$ cat src/rtl/ex_mdu.sv
// RV32M execute-stage multiply/divide unit: iterative shift-add multiply, restoring divide.
// Define MDU_FAST_MUL_EN to compute MUL* in a single cycle; the divide path is unchanged.
module ex_mdu #(
  parameter int XLEN  = 32,
  parameter int CNT_W = 6
) (
  input  logic              clk,
  input  logic              rst,
  input  logic [5:0]        stall_sign,
  input  logic [6:0]        ex_opcode,
  input  logic [2:0]        ex_funct3,
  input  logic [6:0]        ex_funct7,
  input  logic [XLEN-1:0]   ex_reg1,
  input  logic [XLEN-1:0]   ex_reg2,
  input  logic [4:0]        ex_wd,
  input  logic              ex_wreg,
  output logic              mdu_stallreq,
  output logic              mdu_done,
  output logic [XLEN-1:0]   mdu_result,
  output logic [4:0]        mdu_wd,
  output logic              mdu_wreg
);

  typedef enum logic [1:0] {S_IDLE, S_MUL, S_DIV, S_DONE} state_t;

  state_t            r_state, w_next;
  logic [CNT_W-1:0]  r_cnt;
  logic [XLEN-1:0]   r_a, r_b, r_hi, r_lo;
  logic              r_s1, r_s2;
  logic [2:0]        r_f3;
  logic [4:0]        r_wd_l;
  logic              r_wreg_l;
  logic [XLEN-1:0]   r_result;
  logic [4:0]        r_wd;
  logic              r_wreg;

  logic              w_mop, w_uns1, w_uns2, w_s1, w_s2, w_divz, w_ovf, w_last;
  logic [XLEN-1:0]   w_mag1, w_mag2, w_spec_res;
  logic [XLEN:0]     w_mul_sum;
  logic [2*XLEN-1:0] w_mul_next, w_prod;
  logic [XLEN-1:0]   w_mul_res;
  logic [XLEN:0]     w_div_sh, w_div_diff, w_div_rem;
  logic              w_div_ge;
  logic [XLEN-1:0]   w_div_quo, w_quo_s, w_rem_s, w_div_res;
  logic              w_unused;

  assign w_mop  = (ex_opcode == 7'b0110011) && (ex_funct7 == 7'b0000001);
  assign w_uns1 = (ex_funct3 == 3'b011) || (ex_funct3 == 3'b101) || (ex_funct3 == 3'b111);
  assign w_uns2 = w_uns1 || (ex_funct3 == 3'b010);
  assign w_s1   = !w_uns1 && ex_reg1[XLEN-1];
  assign w_s2   = !w_uns2 && ex_reg2[XLEN-1];
  assign w_mag1 = w_s1 ? -ex_reg1 : ex_reg1;
  assign w_mag2 = w_s2 ? -ex_reg2 : ex_reg2;
  assign w_divz = ex_funct3[2] && (ex_reg2 == '0);
  assign w_ovf  = ex_funct3[2] && !ex_funct3[0] &&
                  (ex_reg1 == {1'b1, {(XLEN-1){1'b0}}}) && (ex_reg2 == '1);
  // Divide-by-zero wins over overflow; remainder ops take the second choice.
  assign w_spec_res = w_divz ? (ex_funct3[1] ? ex_reg1 : '1)
                             : (ex_funct3[1] ? '0 : {1'b1, {(XLEN-1){1'b0}}});
  assign w_last = (r_cnt == CNT_W'(XLEN-1));

  // Multiplier sits in r_lo and shifts out as the product shifts in from r_hi.
  assign w_mul_sum  = {1'b0, r_hi} + (r_lo[0] ? {1'b0, r_a} : '0);
  assign w_mul_next = {w_mul_sum, r_lo[XLEN-1:1]};
  assign w_prod     = (r_s1 ^ r_s2) ? -w_mul_next : w_mul_next;
  assign w_mul_res  = (r_f3[1:0] == 2'b00) ? w_prod[XLEN-1:0] : w_prod[2*XLEN-1:XLEN];

  assign w_div_sh   = {r_hi, r_lo[XLEN-1]};
  assign w_div_diff = w_div_sh - {1'b0, r_b};
  assign w_div_ge   = (w_div_sh >= {1'b0, r_b});
  assign w_div_rem  = w_div_ge ? w_div_diff : w_div_sh;
  assign w_div_quo  = {r_lo[XLEN-2:0], w_div_ge};
  assign w_quo_s    = (r_s1 ^ r_s2) ? -w_div_quo : w_div_quo;
  assign w_rem_s    = r_s1 ? -w_div_rem[XLEN-1:0] : w_div_rem[XLEN-1:0];
  assign w_div_res  = r_f3[1] ? w_rem_s : w_quo_s;

`ifdef MDU_FAST_MUL_EN
  logic signed [2*XLEN+1:0] w_fast_prod;
  logic [XLEN-1:0]          w_fast_res;
  assign w_fast_prod = $signed({w_s1 | (!w_uns1 && ex_reg1[XLEN-1]), ex_reg1}) *
                       $signed({!w_uns2 && ex_reg2[XLEN-1], ex_reg2});
  assign w_fast_res  = (ex_funct3[1:0] == 2'b00) ? w_fast_prod[XLEN-1:0]
                                                 : w_fast_prod[2*XLEN-1:XLEN];
  assign w_unused    = ^{stall_sign[5:4], stall_sign[2:0], w_fast_prod[2*XLEN+1:2*XLEN]};
`else
  assign w_unused    = ^{stall_sign[5:4], stall_sign[2:0]};
`endif

  always_comb begin
    w_next = r_state;
    case (r_state)
      S_IDLE: begin
        if (w_mop) begin
          if (w_divz || w_ovf)   w_next = S_DONE;
          else if (ex_funct3[2]) w_next = S_DIV;
`ifdef MDU_FAST_MUL_EN
          else                   w_next = S_DONE;
`else
          else                   w_next = S_MUL;
`endif
        end
      end
      S_MUL:   if (w_last) w_next = S_DONE;
      S_DIV:   if (w_last) w_next = S_DONE;
      S_DONE:  if (!stall_sign[3]) w_next = S_IDLE;
      default: w_next = S_IDLE;
    endcase
  end

  always_ff @(posedge clk) begin
    if (rst) begin
      r_state  <= S_IDLE;
      r_cnt    <= '0;
      r_a      <= '0;
      r_b      <= '0;
      r_hi     <= '0;
      r_lo     <= '0;
      r_s1     <= 1'b0;
      r_s2     <= 1'b0;
      r_f3     <= '0;
      r_wd_l   <= '0;
      r_wreg_l <= 1'b0;
      r_result <= '0;
      r_wd     <= '0;
      r_wreg   <= 1'b0;
    end else begin
      r_state <= w_next;
      case (r_state)
        S_IDLE: if (w_mop) begin
          r_a      <= w_mag1;
          r_b      <= w_mag2;
          r_s1     <= w_s1;
          r_s2     <= w_s2;
          r_f3     <= ex_funct3;
          r_wd_l   <= ex_wd;
          r_wreg_l <= ex_wreg;
          r_cnt    <= '0;
          r_hi     <= '0;
          r_lo     <= ex_funct3[2] ? w_mag1 : w_mag2;
          if (w_divz || w_ovf) begin
            r_result <= w_spec_res;
            r_wd     <= ex_wd;
            r_wreg   <= ex_wreg;
          end
`ifdef MDU_FAST_MUL_EN
          else if (!ex_funct3[2]) begin
            r_result <= w_fast_res;
            r_wd     <= ex_wd;
            r_wreg   <= ex_wreg;
          end
`endif
        end
        S_MUL: begin
          {r_hi, r_lo} <= w_mul_next;
          r_cnt        <= r_cnt + CNT_W'(1);
          if (w_last) begin
            r_result <= w_mul_res;
            r_wd     <= r_wd_l;
            r_wreg   <= r_wreg_l;
          end
        end
        S_DIV: begin
          r_hi  <= w_div_rem[XLEN-1:0];
          r_lo  <= w_div_quo;
          r_cnt <= r_cnt + CNT_W'(1);
          if (w_last) begin
            r_result <= w_div_res;
            r_wd     <= r_wd_l;
            r_wreg   <= r_wreg_l;
          end
        end
        default: ;
      endcase
    end
  end

  assign mdu_stallreq = !rst && (((r_state == S_IDLE) && w_mop) ||
                                 (r_state == S_MUL) || (r_state == S_DIV));
  assign mdu_done     = (r_state == S_DONE);
  assign mdu_result   = r_result;
  assign mdu_wd       = r_wd;
  assign mdu_wreg     = r_wreg;

endmodule

$ cat config.mk
export PLATFORM = sky130hd
export DESIGN_NAME = ex_mdu
export DESIGN_NICKNAME = d
export VERILOG_FILES = /design/src/rtl/ex_mdu.sv
export SDC_FILE = /design/constraint.sdc
export NUM_CORES = 1
export LEC_CHECK = 0
export BUFFER_PORTS_ARGS = -buffer_cell sky130_fd_sc_hd__buf_2
export CAP_MARGIN = 20
export CORE_MARGIN = 2
export CORE_UTILIZATION = 55
export DETAILED_ROUTE_END_ITERATION = 7
export GPL_TIMING_DRIVEN = 0
export HOLD_SLACK_MARGIN = 0.03
export PLACE_DENSITY = 0.77
export SYNTH_ARGS = -nofsm -noshare
export SYNTH_HDL_FRONTEND = slang
export SYNTH_SLANG_ARGS = --single-unit
export TNS_END_PERCENT = 50
$ cat constraint.sdc
create_clock -name clk -period 5.4 [get_ports clk]
set_input_delay 0 -clock clk [delete_from_list [all_inputs] [get_ports clk]]
set_output_delay 0 -clock clk [all_outputs]
set_load 0.05 [all_outputs]
==> impl_results.md <==
- Status: finished with violations
- Failing checks: design-rule violations, negative setup slack
- Share of the synthesized area in the top cell type: 0.200
- Routed wire length: 93,700 um
- Sequential share of power: 0.244
- Global placer's final weighted congestion: 1.11
- Number of global-route vias before repair: 21.4k
- Global-route congestion overflow total: 0
- #FFs+latches synth: 184
- Die Area: 35,000 um^2
- Total power: 6290 uW
- Clock skew: 0.0186 ns
- Max_cap viols: 0
- RSZ-0062 raised after global routing: yes
- Drt first pass iters: 8
- Slew headroom: 0.0427
- Clock slew at reported path FFs: 0.08 ns
- Tmin final: 5.63 ns
- Core Region: 33,300 um^2
- Port bufs: 128
- Fill count: 3,057
- Setup-failing EPs final: 2
- Antenna violations before repair: 3
- Post-Synthesis Cells: 2,608
- Layout cells sized above 1: 0.113
- Tcrit/Tclk final: 1.04
- Pleak: 0.00806 uW
- Comb pwr share: 0.544
- Sequential Area: 3700 um^2
- Worst r2r src: r_lo[0]$_SDFFE_PP0P_
- Unique cell type count in the Yosys netlist: 105
- Initial DRC count: 4,332
- CP peak stage delay: 0.60 ns
- Die Y-Extent: 187 um
- Number of flops mapped to enable cells by yosys: 0
- Rows: 67
- Worst-Margin Slew: 1.42 ns
- Final Non-Filler Cells: 3,259
- Crit path capture type: register
- Multi-input logic area: 13,900 um^2
- Pwr per Cell Area: 298 nW/um^2
- Final HPWL DP: 73,400 um
- Residual DRC count: 4
- Finished layout cell area: 21,100 um^2
- Critical Path Slowest Stage Cell: o41ai_4
- Largest net degree at the start of global routing: 21
- Overall Global Routing Usage: 0.517
- Bufs and invs on worst path: 4
- Hold Path Class: in -> reg
- Avg Cell Area, Syn: 7.07 um^2
- Antenna cell count: 0
- Sw Pwr: 3280 uW
- First-pass GRT wire length: 136,000 um
- Final setup TNS: -0.276 ns
- Ys async rst share: 0
- Hold Vio Cnt, Final: 0
- Top FF cell, synth: dfxtp_1
- Avg WL per Cell: 28.7 um
- Max Slew Vio Count: 0
- Routed Antenna Nets: 0
- CP Launch Type: register
- H-tree depth: 4
- Net Sw Frac: 0.522
- Placed inst area: 19,700 um^2
- Setup CP Type: reg -> reg
- DR vias: 23.3k
- Synth top cells by count: nor2_1 (297), nand2_1 (279), a21oi_1 (198)
- Area of the mapped netlist: 18,400 um^2
- # IOs: 135
- Area contributors post-synth: dfxtp_1 (20%), nor2_1 (6.0%), nand2_1 (5.7%)
- Die X: 187 um
- Clk_lat worst skew: 0.46 ns
- Initial Utilization: 0.554
- Hold_sp: ex_reg2[8]
- Total CTS buffers: 17
- Nets: 2,970
- Worst setup margin: -0.230 ns
- Placed cells: 3,185
- Largest area contributor in the synthesized netlist: dfxtp_1
- Top delay family on crit path: compound AO/OA/AOI/OAI gates
- Crit-path max FO: 10
- Power Internal: 3010 uW
- Area grow syn2layout: 14.2%
- CTS tree: built
- Seq/Total Area, Yosys: 0.200
- Critical path's most frequent cell: or4_1
- Crit path arrival time: 5.97 ns
- Synth warnings: 0
- Crit path launch: r_lo[0]$_SDFFE_PP0P_
- TritonCTS Sinks: 184
- Clk pwr share: 0.212
- Peak Freq: 0.178 GHz
- Vias/cell: 7.14
- Critical Path, Cell by Cell: clkbuf_4 > clkbuf_2 > and2_1 > ha_1 > clkbuf_8 > a311oi_4 > a21o_1 > a211oi_2 > or4_1 > or4_1 > buf_2 > nor4_4 > nand2_2 > o41ai_4 > xnor2_1 > a221o_1
- Root buffer cell: clkbuf_16
- Critical path required time: 5.74 ns
- Clock Path Buffers: 2
- Most common cell in the netlist: nor2_1
- Syn Nets: 2,780
- VDD IR-drop max: 0.000324 V
==> cell usage in the layout, fill, tap and decap left out, types with 11 or more instances in the layout <==
cell type        n
o31ai_1         33
xor2_1          89
clkbuf_16       17
buf_2          141
a21o_1          22
inv_1           73
a22o_1          14
a31oi_1         40
o211ai_1        39
nand2_1        279
nand4_1         42
and2_1          43
dfxtp_1        174
a211oi_1        79
nor4_1          29
ha_1            69
and3_1          23
o21ai_0        187
or4_1           13
a21oi_1        194
a22oi_1         52
nand2b_1        12
mux2i_1         33
a221o_1         16
buf_4           17
a221oi_1        13
xnor2_1        113
nor3_1          59
o221ai_1        14
dlygate4sd3_1   39
o21a_1          20
or3_1           29
nand3_1         44
o41ai_1         11
clkbuf_1       153
nor2_1         297
a311oi_1        20
==> stage by stage <==
step / hold slack (ns) / worst slack [ns] / util
final: 0.0439 / -0.230 / 0.633
after global routing: 0.0343 / -0.234 / 0.633
after CTS: 0.0308 / 0.0193 / 0.625
after detailed placement: 0.260 / -1.37 / 0.591
after global placement: 0.254 / -1.35 / 0.590
after floorplan: 0.136 / 0.259 / -
==> sequential cells by signal (all words and copies together) (netlist names) <==
register    count
r_b            32
r_wreg_l        1
r_s1            1
r_cnt           6
r_state         2
r_hi           32
mdu_result     32
r_s2            1
mdu_wd          5
r_a            32
r_lo           32
mdu_wreg        1
r_wd_l          5
r_f3            2
==> worst min-delay path, delay by kind of cell <==
kind                      cells  cell delay, ns
AOI/OAI and AO/OA             1            0.21
buffers and inverters         1            0.12
xor gates and xnor gates      1            0.11
==> power groups by stage <==
stage	registers (uW)	logic, uW	clock network, uW
final	1530	3420	1340
after floorplan	1570	1960	0
after global placement	1550	3100	0
after detailed placement	1560	3110	0
after global routing	1540	3540	1360
after CTS	1530	3170	1310
==> routing by layer <==
layer  share of wire  GRT usage
met3            0.14      0.141
met4           0.090      0.377
met5         0.00049          0
met1            0.37      0.652
met2            0.40      0.759
==> layout make-up <==
class	instances	share of cell area
Tap cell	448	0.0266
Clock buffer	18	0.0208
Inverter	76	0.0135
Timing Repair Buffer	178	0.0527
Sequential cell	184	0.176
Clock inverter	14	0.00808
Multi-Input combinational cell	2139	0.658
Buffer	202	0.0444
==> worst paths after layout <==
| kind | endpoint | slack [ns] | depth (start not counted) |
|---|---|---|---|
| max | mdu_result[31]$_SDFFE_PP0P_ | -0.23 | 16 |
| max reg2reg | mdu_result[31]$_SDFFE_PP0P_ | -0.23 | 16 |
| min reg2reg | mdu_result[8]$_SDFFE_PP0P_ | 0.45 | 2 |
| min | r_b[8]$_SDFFE_PP0P_ | 0.04 | 3 |
==> repair_timing <==
item	in CTS	in global routing
setup buffers	5	5
hold buffers	39	0
resized for setup	42	46
pin swaps	7	13
hold endpoints to repair	48	0
endpoints found under the setup margin	23	19
cloned	0	0
==> logic make-up after synthesis <==
| logic type | after synthesis | share of synthesized area |
|---|---|---|
| AOI/OAI and AO/OA | 883 | 0.324 |
| adders and majority gates | 77 | 0.0530 |
| and+or+nand+nor | 935 | 0.240 |
| DFF | 184 | 0.200 |
| muxes | 37 | 0.0203 |
| buffers and inverters | 285 | 0.0655 |
| xor gates and xnor gates | 207 | 0.0983 |
Note: power is estimated with default switching activity, not from simulation.
